File: config.mk
export PLATFORM = sky130hd
export DESIGN_NAME = pipemem_flat
export DESIGN_NICKNAME = d
export VERILOG_FILES = /design/src/rtl/pipemem_if.sv /design/src/rtl/pipemem.sv /design/src/flat_wrapper.sv
export SDC_FILE = /design/constraint.sdc
export NUM_CORES = 1
export LEC_CHECK = 0
export ABC_CLOCK_PERIOD_IN_PS = 1800
export CAP_MARGIN = 20
export CORE_MARGIN = 1
export CORE_UTILIZATION = 33
export DETAILED_ROUTE_END_ITERATION = 12
export GPL_TIMING_DRIVEN = 0
export PLACE_DENSITY = 0.77
export SLEW_MARGIN = 20
export SYNTH_ARGS = -nofsm -noshare
export SYNTH_HDL_FRONTEND = slang
export SYNTH_SLANG_ARGS = --single-unit
export TNS_END_PERCENT = 20
File: constraint.sdc
create_clock -name clk -period 1.8 [get_ports clk]
set_input_delay 0.54 -clock clk [delete_from_list [all_inputs] [get_ports clk]]
set_output_delay 0.54 -clock clk [all_outputs]
set_load 0.01 [all_outputs]
File: src/rtl/pipemem_if.sv
// rtl/pipemem_if.sv - data-memory port bundle between the memory stage and data memory
//
// Purpose: groups the word-wide data-memory request/ready handshake.
// Signals:
//   req    access request (master -> slave)
//   we     1 = store, 0 = load (master -> slave)
//   addr   word address (master -> slave)
//   wdata  store data (master -> slave)
//   ready  memory completes the current request this cycle (slave -> master)
//   rdata  load data, valid only with ready (slave -> master)
interface pipemem_if;
  logic        req;
  logic        we;
  logic [31:0] addr;
  logic [31:0] wdata;
  logic        ready;
  logic [31:0] rdata;

  modport master (
    output req,
    output we,
    output addr,
    output wdata,
    input  ready,
    input  rdata
  );

  modport slave (
    input  req,
    input  we,
    input  addr,
    input  wdata,
    output ready,
    output rdata
  );
endinterface

File: src/rtl/pipemem.sv
// rtl/pipemem.sv - memory stage: EXE/MEM register, data-memory handshake, stall and abort
//
// Purpose: holds the EXE/MEM pipeline register, issues word accesses on the
// data-memory port, stalls upstream stages while an access is outstanding and
// aborts misaligned or timed-out accesses (raising sticky merr).
// Ports:
//   clk, clrn                 clock, synchronous active-low reset
//   ewreg, em2reg, ewmem      execute-stage reg-write / load / store controls
//   ealu, eb, ern             execute-stage ALU result (address), store data, dest reg
//   dmem                      data-memory port (master side)
//   mwreg, mm2reg, mrn, malu  toward MEM/WB and forwarding
//   mmo                       load data (pass-through of dmem rdata)
//   mstall                    freeze upstream stages and this register
//   merr                      sticky misaligned/timeout error
module pipemem #(
  parameter int TIMEOUT = 255
) (
  input  logic             clk,
  input  logic             clrn,
  input  logic             ewreg,
  input  logic             em2reg,
  input  logic             ewmem,
  input  logic [31:0]      ealu,
  input  logic [31:0]      eb,
  input  logic [4:0]       ern,
  pipemem_if.master        dmem,
  output logic             mwreg,
  output logic             mm2reg,
  output logic [4:0]       mrn,
  output logic [31:0]      malu,
  output logic [31:0]      mmo,
  output logic             mstall,
  output logic             merr
);

  localparam logic [7:0] TIMEOUT_CNT = 8'(TIMEOUT);

  typedef enum logic {
    S_IDLE = 1'b0,
    S_WAIT = 1'b1
  } state_t;

  state_t      state_q, state_d;
  logic [7:0]  cnt_q, cnt_d;
  logic        merr_q, merr_d;

  logic        mwreg_r_q, mwreg_r_d;
  logic        mm2reg_q, mm2reg_d;
  logic        mwmem_q, mwmem_d;
  logic [31:0] malu_q, malu_d;
  logic [31:0] mb_q, mb_d;
  logic [4:0]  mrn_q, mrn_d;

  logic memop;
  logic aligned;
  logic req;
  logic stall;
  logic abort;

  assign memop   = mm2reg_q | mwmem_q;
  assign aligned = (malu_q[1:0] == 2'b00);

  always_comb begin
    req     = 1'b0;
    stall   = 1'b0;
    abort   = 1'b0;
    state_d = state_q;
    cnt_d   = cnt_q;
    merr_d  = merr_q;
    case (state_q)
      S_IDLE: begin
        if (memop) begin
          if (aligned) begin
            req = 1'b1;
            if (!dmem.ready) begin
              stall   = 1'b1;
              cnt_d   = 8'd1;
              state_d = S_WAIT;
            end
          end else begin
            // Misaligned: never reaches memory, retires without a write.
            abort  = 1'b1;
            merr_d = 1'b1;
          end
        end
      end
      S_WAIT: begin
        if (dmem.ready) begin
          req     = 1'b1;
          cnt_d   = 8'd0;
          state_d = S_IDLE;
        end else if (cnt_q == TIMEOUT_CNT) begin
          // The IDLE cycle plus WAIT cycles cnt=1..TIMEOUT-1 gives exactly
          // TIMEOUT stalled cycles; this is the release cycle.
          abort   = 1'b1;
          merr_d  = 1'b1;
          cnt_d   = 8'd0;
          state_d = S_IDLE;
        end else begin
          req   = 1'b1;
          stall = 1'b1;
          cnt_d = cnt_q + 8'd1;
        end
      end
      default: begin
        state_d = S_IDLE;
        cnt_d   = 8'd0;
      end
    endcase
  end

  always_comb begin
    mwreg_r_d = mwreg_r_q;
    mm2reg_d  = mm2reg_q;
    mwmem_d   = mwmem_q;
    malu_d    = malu_q;
    mb_d      = mb_q;
    mrn_d     = mrn_q;
    if (!stall) begin
      mwreg_r_d = ewreg;
      mm2reg_d  = em2reg;
      mwmem_d   = ewmem;
      malu_d    = ealu;
      mb_d      = eb;
      mrn_d     = ern;
    end
  end

  always_ff @(posedge clk) begin
    if (!clrn) begin
      state_q   <= S_IDLE;
      cnt_q     <= 8'd0;
      merr_q    <= 1'b0;
      mwreg_r_q <= 1'b0;
      mm2reg_q  <= 1'b0;
      mwmem_q   <= 1'b0;
      malu_q    <= 32'd0;
      mb_q      <= 32'd0;
      mrn_q     <= 5'd0;
    end else begin
      state_q   <= state_d;
      cnt_q     <= cnt_d;
      merr_q    <= merr_d;
      mwreg_r_q <= mwreg_r_d;
      mm2reg_q  <= mm2reg_d;
      mwmem_q   <= mwmem_d;
      malu_q    <= malu_d;
      mb_q      <= mb_d;
      mrn_q     <= mrn_d;
    end
  end

  assign dmem.req   = req;
  assign dmem.we    = mwmem_q;
  assign dmem.addr  = malu_q;
  assign dmem.wdata = mb_q;

  assign mwreg  = mwreg_r_q & ~stall & ~abort;
  assign mm2reg = mm2reg_q;
  assign mrn    = mrn_q;
  assign malu   = malu_q;
  assign mmo    = dmem.rdata;
  assign mstall = stall;
  assign merr   = merr_q;

endmodule

File: src/flat_wrapper.sv
// flat-port wrapper written by rule: the top's interface ports become plain ports
module pipemem_flat 
#(
  parameter int TIMEOUT = 255
)
  (clk, clrn, ewreg, em2reg, ewmem, ealu, eb, ern, mwreg, mm2reg, mrn, malu, mmo, mstall, merr, dmem_req, dmem_we, dmem_addr, dmem_wdata, dmem_ready, dmem_rdata);
  pipemem_if dmem_i ();
  input  logic clk;
  input  logic clrn;
  input  logic ewreg;
  input  logic em2reg;
  input  logic ewmem;
  input  logic [31:0] ealu;
  input  logic [31:0] eb;
  input  logic [4:0] ern;
  output logic mwreg;
  output logic mm2reg;
  output logic [4:0] mrn;
  output logic [31:0] malu;
  output logic [31:0] mmo;
  output logic mstall;
  output logic merr;
  output wire logic [$bits(dmem_i.req)-1:0] dmem_req;
  output wire logic [$bits(dmem_i.we)-1:0] dmem_we;
  output wire logic [$bits(dmem_i.addr)-1:0] dmem_addr;
  output wire logic [$bits(dmem_i.wdata)-1:0] dmem_wdata;
  input wire logic [$bits(dmem_i.ready)-1:0] dmem_ready;
  input wire logic [$bits(dmem_i.rdata)-1:0] dmem_rdata;
  assign dmem_req = dmem_i.req;
  assign dmem_we = dmem_i.we;
  assign dmem_addr = dmem_i.addr;
  assign dmem_wdata = dmem_i.wdata;
  assign dmem_i.ready = dmem_ready;
  assign dmem_i.rdata = dmem_rdata;
  pipemem #(.TIMEOUT(TIMEOUT)) u_core (.clk(clk), .clrn(clrn), .ewreg(ewreg), .em2reg(em2reg), .ewmem(ewmem), .ealu(ealu), .eb(eb), .ern(ern), .dmem(dmem_i), .mwreg(mwreg), .mm2reg(mm2reg), .mrn(mrn), .malu(malu), .mmo(mmo), .mstall(mstall), .merr(merr));
endmodule
### Word level (Yosys, flattened, before mapping)

Cells that the tools add are included.

* word-level logic and storage cells: 52
* output and inout bits: 139
* bits in registers: 82
* input port bits: 107

* $add $sub $neg: 1
* equality and inequality tests: 7
* bitwise operators: 6
* muxes and demuxes: 26
* reductions and logical operators: 3

Operator list (count)
* $mux 8: 5
* $mux 1: 16
* $pmux 8 s2: 1
* $add 8x1->8 const B: 1
* $eq 8x8->1 const B: 1
* $ne 2x2->1 const B: 4
* $pmux 1 s2: 4
* $ne 2x1->1 const B: 2
* $reduce_and 4->1: 1
* $not 1->1: 3
* $reduce_and 3->1: 1
* $and 1x1->1: 2
* $logic_not 2->1: 1
* $or 1x1->1: 1

### Depth between registers and ports, before layout

Gate-level depths: netlist (run 1).

* depth in word-level cells: 7
* mapped depth: 7
* gate-level depth less buffers: 5

### Worst setup path after synthesis (run 1)

Ideal clock, no wire load.

* path kind: reg-to-output
* start point: reg u_core.cnt_q[0]
* end point: out mwreg
* arrival: 1503 ps
* data required time: 1260 ps
* buffers on the path: 1
* setup slack: -243 ps
* stages on the path, launching flop included: 7
* path through: dfxtp_1 > ha_1 > nand4_1 > nor2_1 > a211oi_4 > buf_6 > nor4b_2

* longest elaborated chain between the ends: 7
* elaborated cells between the ends (all ways): 11
* those cells by class: eq/ne (1); mux (6); bitwise (4)

Ends and longest elaborated chain
* start: declaration: line pipemem.sv:44 `logic [7:0] cnt_q, cnt_d;`
* start signal: assignment: line pipemem.sv:142 `cnt_q <= cnt_d;`
* $eq 8x8->1 *: line pipemem.sv:92 `end else if (cnt_q == TIMEOUT_CNT) begin`
* $mux 1: line pipemem.sv:92
* $mux 1: line pipemem.sv:88 `if (dmem.ready) begin`
* $pmux 1 s2: line pipemem.sv:70 `case (state_q)`
* $not 1->1: line pipemem.sv:158 `assign mwreg = mwreg_r_q & ~stall & ~abort;`
* $and 1x1->1: line pipemem.sv:158
* $and 1x1->1 *: line pipemem.sv:158
* end: declaration: line flat_wrapper.sv:16 `output logic mwreg;`

Mark *: on every way between the ends. The rest lies on a longest branch, timed or not.

### Final worst setup path (run 1)

* start point: reg u_core.cnt_q[1]
* end point: out mwreg

Same word-level chain as after synthesis.

==> impl_metrics.tcl, run 1 <==
set metrics [dict create \
    yosysWarnings 0 \
    final.setup_skew_ps 9.191 \
    drv_slew 0 \
    p_per_area_nw_per_um2 777.7 \
    crit_path_cell_trace "ha_4 > nand4_1 > nor2_2 > a211oi_4 > buf_6 > nor4b_4 > buf_2" \
    dieArea_um2 12150 \
    wl_per_cell_um 13.98 \
    post-route-cell-area_um2 6714 \
    rrSetupSlack_ps 0 \
    critical_path.max_fanout 3 \
    dpl-instance-area_um2 6196 \
    worstPathRequired_ps 1260 \
    firstDrtPassIters 4 \
    cts-hold-fix-buffers 0 \
    syn-num-nets 549 \
    final_critical_path_setup_slack_ps -531.2 \
    grt_first_pass_wirelength_mm 16.97 \
    portBuffers 212 \
    synth.avg_cell_area_um2 8.761 \
    synth_seq_cells 82 \
    worst_pin_slew_ps 569.4 \
    critical_path_arrival_ps 1790 \
    num_io_pins 246 \
    initial_core_util 0.3384 \
    grt_busiest_layer "met2" \
    grt_max_degree 16 \
    fp.coreArea_um2 11420 \
    largest_cells_by_area_after_synthesis "sky130_fd_sc_hd__dfxtp_1 42%, sky130_fd_sc_hd__mux2i_1 19%, sky130_fd_sc_hd__nand2_1 14%" \
    gp_congestion 0.8148 \
    leakage_component_of_the_power_nw 3.292 \
    dieWidth_um 110.2 \
    cts-htree-levels 3 \
    timing.critical_path.slowest_stage_cell "sky130_fd_sc_hd__dfxtp_2" \
    clockRootBuffer "sky130_fd_sc_hd__clkbuf_16" \
    antenna_cells_inserted 0 \
    post-synth-top-area-fraction 0.4249 \
    finalSetupViolCount 3 \
    worstHoldPathType "reg2reg" \
    cp-end-kind "output pin" \
    slew_headroom 0.6204 \
    vias_per_cell 4.567 \
    final.period_utilization 1.295 \
    clock_slew_seen_by_the_registers_of_the_worst_setup_and_hold_paths_ps 60 \
    gr-usage-met1 0.2014 \
    tritoncts.num_buffers 9 \
    total_via_count_after_detailed_routing 3772 \
    drc 0 \
    syn_to_final_growth_pct 73.77 \
    tritoncts "yes" \
    iter_0_drt_violations 192 \
    achievable-frequency_mhz 429.0 \
    number_of_antenna_violations_at_the_first_check_in_global_routing 0 \
    clock_sink_count 82 \
    run_status "finished, violations left" \
    synth.lib_cells_used.distinct 29 \
    failed_checks "setup timing" \
    syn-instance-count 441 \
    criticalPathCategory "reg2out" \
    post-synth-top-area-cell "sky130_fd_sc_hd__dfxtp_1" \
    maxCapViolCount 0 \
    rsz0062_at_grt "true" \
    vertical_die_dimension_um 110.2 \
    rows 39 \
    grt.met3_usage 0.05644 \
    syn_area_um2 3864 \
    grt_usage 0.1824 \
    grt_pass1_vias 3662 \
    clock_insertion_delay_worst_skew_ps 330 \
    cts_max_path_buffers 2 \
    routed_wl_mm 11.55 \
    synth_sequential_area_ratio 0.4249 \
    detailedPlacementHpwl_mm 8.666 \
    antenna_violating_nets_post_route 0 \
    grt_use_met2 0.3250 \
    vdd_ir_drop_max_v 0.0005272 \
    drive_above_1_share 0.2416 \
    startpoint_type "flop" \
    final.setup.tns_ps -1102 \
    final_net_count 786 \
    globalRouteOverflowTotal 0 \
    hold_violations 0 \
    finalWorstPathRequiredPeriod_ps 2331 \
    critical_path.max_stage_delay_ps 360 \
]
==> synthesized netlist by cell type <==
cell type and number:
sky130_fd_sc_hd__a211oi_4 1, sky130_fd_sc_hd__a21oi_1 7, sky130_fd_sc_hd__a21oi_2 1, sky130_fd_sc_hd__a22oi_1 1, sky130_fd_sc_hd__a31oi_1 1, sky130_fd_sc_hd__and2_1 1, sky130_fd_sc_hd__and3_1 1, sky130_fd_sc_hd__buf_4 67
sky130_fd_sc_hd__buf_6 6, sky130_fd_sc_hd__clkbuf_1 17, sky130_fd_sc_hd__dfxtp_1 82, sky130_fd_sc_hd__ha_1 1, sky130_fd_sc_hd__inv_1 2, sky130_fd_sc_hd__mux2i_1 72, sky130_fd_sc_hd__nand2_1 147, sky130_fd_sc_hd__nand2b_1 1
sky130_fd_sc_hd__nand3_1 4, sky130_fd_sc_hd__nand4_1 1, sky130_fd_sc_hd__nor2_1 4, sky130_fd_sc_hd__nor2b_1 3, sky130_fd_sc_hd__nor3_1 4, sky130_fd_sc_hd__nor4b_2 1, sky130_fd_sc_hd__o21a_1 2, sky130_fd_sc_hd__o21ai_0 5
sky130_fd_sc_hd__o31a_1 1, sky130_fd_sc_hd__o31ai_1 2, sky130_fd_sc_hd__or2_1 1, sky130_fd_sc_hd__or3_1 3, sky130_fd_sc_hd__or4_1 2
==> path summary, 6_finish.rpt <==
path | from | to | cells past startpoint
min | u_core.dmem.wdata[21]$_SDFFE_PN0N_ | u_core.dmem.wdata[21]$_SDFFE_PN0N_ | 2
min reg2reg | u_core.dmem.wdata[21]$_SDFFE_PN0N_ | u_core.dmem.wdata[21]$_SDFFE_PN0N_ | 2
max reg2reg | u_core.cnt_q[0]$_SDFFE_PN0P_ | u_core.dmem.wdata[18]$_SDFFE_PN0N_ | 8
max | u_core.cnt_q[1]$_SDFFE_PN0P_ | mwreg | 7
==> worst max-delay path, delay by kind of cell (launching register included) <==
family	cells	cell delay, ps
adder cells (fa/ha/maj)	1	140
AND/OR/NAND/NOR	3	550
flip-flops	1	360
buffers and inverters	2	320
AO/OA/AOI/OAI	1	90
==> per-layer routing <==
metal	wire length (µm)	up-vias
li1	-	1844
met1	4422	1731
met2	5857	179
met3	1081	18
met4	188	0
met5	0	-
==> cells in the final DEF (no fill, tap or decap), types with 7 or more instances in the layout <==
master	synthesis	final
sky130_fd_sc_hd__buf_4	67	101
sky130_fd_sc_hd__clkbuf_16	0	9
sky130_fd_sc_hd__nand2_1	147	147
sky130_fd_sc_hd__a21oi_1	7	7
sky130_fd_sc_hd__dfxtp_2	0	22
sky130_fd_sc_hd__clkbuf_1	17	15
sky130_fd_sc_hd__dlygate4sd2_1	0	15
sky130_fd_sc_hd__mux2i_1	72	72
sky130_fd_sc_hd__dlymetal6s2s_1	0	37
sky130_fd_sc_hd__dfxtp_1	82	58
sky130_fd_sc_hd__clkdlybuf4s50_1	0	134
==> flip-flops by register name, indices dropped and copies added (netlist names) <==
signal / count
u_core.mwreg_r_q: 1
u_core.merr: 1
u_core.mrn: 5
u_core.dmem.addr: 32
u_core.mm2reg: 1
u_core.state_q: 1
u_core.dmem.we: 1
u_core.cnt_q: 8
u_core.dmem.wdata: 32
==> layout make-up <==
class | instances | area (µm²)
Fill cell | 1001 | 4705
Inverter | 2 | 7.507
Clock inverter | 7 | 76.32
Clock buffer | 9 | 225.2
Timing Repair Buffer | 228 | 2276
Multi-Input combinational cell | 267 | 1648
Tap cell | 143 | 178.9
Buffer | 88 | 625.6
Sequential cell | 82 | 1677
==> power breakdown <==
group / leakage (nW) / switching, mW / internal, mW
Clock: 0.142 / 0.764 / 1.08
Sequential: 0.688 / 0.0992 / 1.96
Combinational: 2.46 / 0.519 / 0.792
Total: 3.29 / 1.38 / 3.84
==> repair_timing <==
action	in CTS	in global routing
buffers inserted	16	3
setup endpoints to repair	69	115
pin swaps	6	4
gates resized for setup	80	54
==> kinds of logic (layout without fill, tap and decap cells) <==
family / Yosys count / in the layout / share of synthesized area
AOI/OAI and AO/OA: 21 / 21 / 0.03659
adders and majority gates: 1 / 1 / 0.003238
buffers and inverters: 92 / 334 / 0.1661
DFF: 82 / 82 / 0.4249
muxes: 72 / 72 / 0.1865
and+or+nand+nor: 173 / 173 / 0.1826
==> per-stage QoR <==
stage	setup WS [ps]	power [mW]	cells	util	hold slack (ps)
finish	-531.2	5.221	826	0.5880	459.0
floorplan	-23.77	2.687	441	-	438.6
detailed placement	-1136	3.416	796	0.5426	449.9
CTS	-647.6	5.306	827	0.5786	459.3
global placement	-1083	3.387	796	0.5426	443.1
global route	-589.2	5.480	826	0.5880	478.3
(Power assumes the default switching activity.)
==> run 2: changes to the inputs <==
--- a/config.mk
+++ b/config.mk
@@ -6,7 +6,7 @@
 export NUM_CORES = 1
 export LEC_CHECK = 0
 export ABC_CLOCK_PERIOD_IN_PS = 1800
-export CAP_MARGIN = 20
+export CAP_MARGIN = 10
 export CORE_MARGIN = 1
 export CORE_UTILIZATION = 33
 export DETAILED_ROUTE_END_ITERATION = 12
==> results of run 2 <==
The final DEF is identical to that of run 1; final timing and power are the same.
==> run 3: changes to the inputs <==
--- a/config.mk
+++ b/config.mk
@@ -12,7 +12,7 @@
 export DETAILED_ROUTE_END_ITERATION = 12
 export GPL_TIMING_DRIVEN = 0
 export PLACE_DENSITY = 0.77
-export SLEW_MARGIN = 20
+export SETUP_SLACK_MARGIN = 0.3
 export SYNTH_ARGS = -nofsm -noshare
 export SYNTH_HDL_FRONTEND = slang
 export SYNTH_SLANG_ARGS = --single-unit
==> run 3 against run 2 <==
Against the previous run: register-to-register slack better by 30 ps; largest power group is now clock; clock skew is 1.0 ps lower; largest cell class unchanged; cell count is 2.5% higher; worst setup slack worse by 28 ps; die area stayed put; the flow still finishes with violations (setup timing); final area is 3.5% higher.
==> impl_metrics.tcl, run 3 (synthesized netlist as in run 1, its figures left out) <==
set metrics [dict create \
    cell_internal_pwr_mw 4.187 \
    dieArea_um2 12150 \
    final_common_cell "sky130_fd_sc_hd__nand2_1" \
    cts-htree-levels 3 \
    worstHoldPathType "reg2reg" \
    achievable-frequency_mhz 423.8 \
    r2r_end "u_core.dmem.wdata[24]$_SDFFE_PN0N_" \
    tritoncts.num_buffers 9 \
    finalSetupViolCount 3 \
    cts_max_path_buffers 2 \
    clock_sink_count 82 \
    tritoncts "yes" \
    grt_pass1_vias 3743 \
    worst-path-buf-inv 2 \
    failed_checks "setup timing" \
    globalRouteOverflowTotal 0 \
    final.setup.tns_ps -1590 \
    drc 0 \
    cp-end-kind "output pin" \
    rsz0062_at_grt "true" \
    rows 39 \
    crit_path_cell_trace "dlygate4sd2_1 > nand2b_1 > nor3_4 > nor2_1 > clkdlybuf4s50_1" \
    worstReg2RegStart "u_core.cnt_q[0]$_SDFFE_PN0P_" \
    clock_slew_seen_by_the_registers_of_the_worst_setup_and_hold_paths_ps 60 \
    detailedPlacementHpwl_mm 8.462 \
    wl_per_cell_um 13.93 \
    firstDrtPassIters 4 \
    hp-start "u_core.dmem.wdata[29]$_SDFFE_PN0N_" \
    dieWidth_um 110.2 \
    final_net_count 807 \
    critical_path.max_fanout 5 \
    gp_congestion 0.8015 \
    vertical_die_dimension_um 110.2 \
    portBuffers 212 \
    initial_core_util 0.3384 \
    num_io_pins 246 \
    fp.coreArea_um2 11420 \
    grt_usage 0.1851 \
    layout_common_cells "147 x sky130_fd_sc_hd__nand2_1, 99 x sky130_fd_sc_hd__buf_4, 73 x sky130_fd_sc_hd__clkdlybuf4s50_1" \
    netSwitchingFraction 0.2517 \
    startpoint_type "input port" \
    critical_path.max_stage_delay_ps 470 \
    worst_pin_slew_ps 590.6 \
    routed_wl_mm 11.80 \
    vias_per_cell 4.579 \
    maxCapViolCount 0 \
    share_comb_of_total_power 0.254 \
    detailedPlace.worstSlack_ps -1072 \
    timing.critical_path.max_delay_family "buffers and inverters" \
    criticalPathCategory "in2out" \
    total_via_count_after_detailed_routing 3878 \
    final.setup_skew_ps 8.179 \
    hold_violations 0 \
    critical_path_arrival_ps 1820 \
    grt_first_pass_wirelength_mm 17.36 \
    rr_worst_depth 9 \
    leakage_component_of_the_power_nw 3.069 \
    rrSetupSlack_ps 30 \
    hold_end "u_core.dmem.wdata[29]$_SDFFE_PN0N_" \
    vdd_ir_drop_max_v 0.0004281 \
    antenna_cells_inserted 0 \
    iter_0_drt_violations 115 \
    slew_headroom 0.6063 \
    run_status "finished, violations left" \
    p_per_area_nw_per_um2 805.2 \
    final.period_utilization 1.311 \
    antenna_violating_nets_post_route 0 \
    drive_above_1_share 0.3679 \
    hold_path_depth 2 \
    worstPathRequired_ps 1260 \
    grt_max_degree 15 \
    switching_power_mw 1.408 \
    final_critical_path_setup_slack_ps -559.6 \
    p_clk_frac 0.377 \
    clockRootBuffer "sky130_fd_sc_hd__clkbuf_16" \
    syn_to_final_growth_pct 79.86 \
    finalWorstPathRequiredPeriod_ps 2360 \
    drv_slew 0 \
    number_of_antenna_violations_at_the_first_check_in_global_routing 0 \
    timing.critical_path.slowest_stage_cell "sky130_fd_sc_hd__clkdlybuf4s50_1" \
    seq_power_share 0.369 \
    clock_insertion_delay_worst_skew_ps 330 \
]
==> run 3: cell count changes in the layout (fill, tap and decap cells not counted), moves of 5 or more <==
| cell | before | now |
|---|---|---|
| sky130_fd_sc_hd__dlygate4sd2_1 | 15 | 9 |
| sky130_fd_sc_hd__dlymetal6s2s_1 | 37 | 0 |
| sky130_fd_sc_hd__clkdlybuf4s50_1 | 134 | 73 |
| sky130_fd_sc_hd__clkbuf_2 | 3 | 19 |
| sky130_fd_sc_hd__dfxtp_1 | 58 | 44 |
| sky130_fd_sc_hd__clkdlybuf4s15_1 | 1 | 49 |
| sky130_fd_sc_hd__buf_12 | 1 | 7 |
| sky130_fd_sc_hd__buf_2 | 1 | 15 |
| sky130_fd_sc_hd__clkbuf_1 | 15 | 10 |
| sky130_fd_sc_hd__buf_6 | 5 | 49 |
| sky130_fd_sc_hd__dfxtp_2 | 22 | 35 |
==> run 3: per-stage QoR <==
step / power (mW) / instances / util / hold WS, ps / cell area [µm²]
2_1_floorplan: 2.688 / 441 / - / 438.6 / 3900
3_3_place_gp: 3.384 / 796 / 0.5431 / 444.6 / 6201
3_5_place_dp: 3.413 / 796 / 0.5431 / 451.4 / 6201
4_1_cts: 5.554 / 841 / 0.5938 / 457.7 / 6780
5_1_grt: 5.841 / 847 / 0.6086 / 477.2 / 6949
6_report: 5.595 / 847 / 0.6086 / 454.1 / 6949
==> run 3: how the worst max path moves through the flow <==
stage	start	end	slack [ps]	cells past startpoint
global placement	dmem_ready	mwreg	-1070	5
CTS	u_core.cnt_q[0]$_SDFFE_PN0P_	mwreg	-600	8
global route	u_core.cnt_q[1]$_SDFFE_PN0P_	mwreg	-650	8
floorplan	u_core.dmem.we$_SDFFE_PN0N_	mwreg	-20	5
detailed placement	dmem_ready	mwreg	-1070	5
finish	dmem_ready	dmem_req	-560	5
==> run 3: timing repair <==
action                                  4_1_cts  5_1_grt
resized for setup                           365       73
pin swaps                                     6        4
buffers inserted                             29        2
cloned                                        0        4
endpoints found under the setup margin      221      152
hold buffers                                  0        0
==> run 3: tightest hold or removal path: stages (launching register included) <==
cell and delay [ps]:
sky130_fd_sc_hd__dfxtp_1 300, sky130_fd_sc_hd__nand2_1 50, sky130_fd_sc_hd__mux2i_1 50
==> run 3: final cells by class <==
type	count	area, µm²
fill	970	4469
timing repair buffer	247	2326
sequential	82	1697
multi-input combinational	267	1639
buffer	90	758.2
clock buffer	9	225.2
tap	143	178.9
clock inverter	7	117.6
inverter	2	7.507
==> run 3: power groups by stage <==
stage / Combinational [mW] / Sequential (mW) / Clock [mW]
3_3_place_gp: 1.30 / 2.09 / 0
4_1_cts: 1.35 / 2.06 / 2.14
6_report: 1.42 / 2.07 / 2.11
5_1_grt: 1.53 / 2.08 / 2.23
2_1_floorplan: 0.548 / 2.14 / 0
3_5_place_dp: 1.32 / 2.10 / 0
==> run 3: per-layer routing <==
| metal | vias up | track usage | part of all wire |
|---|---|---|---|
| li1 | 1895 | - | - |
| met1 | 1759 | 0.1962 | 0.38 |
| met2 | 189 | 0.3379 | 0.51 |
| met3 | 35 | 0.04997 | 0.083 |
| met4 | 0 | 0.08929 | 0.033 |
| met5 | - | 0 | 0 |
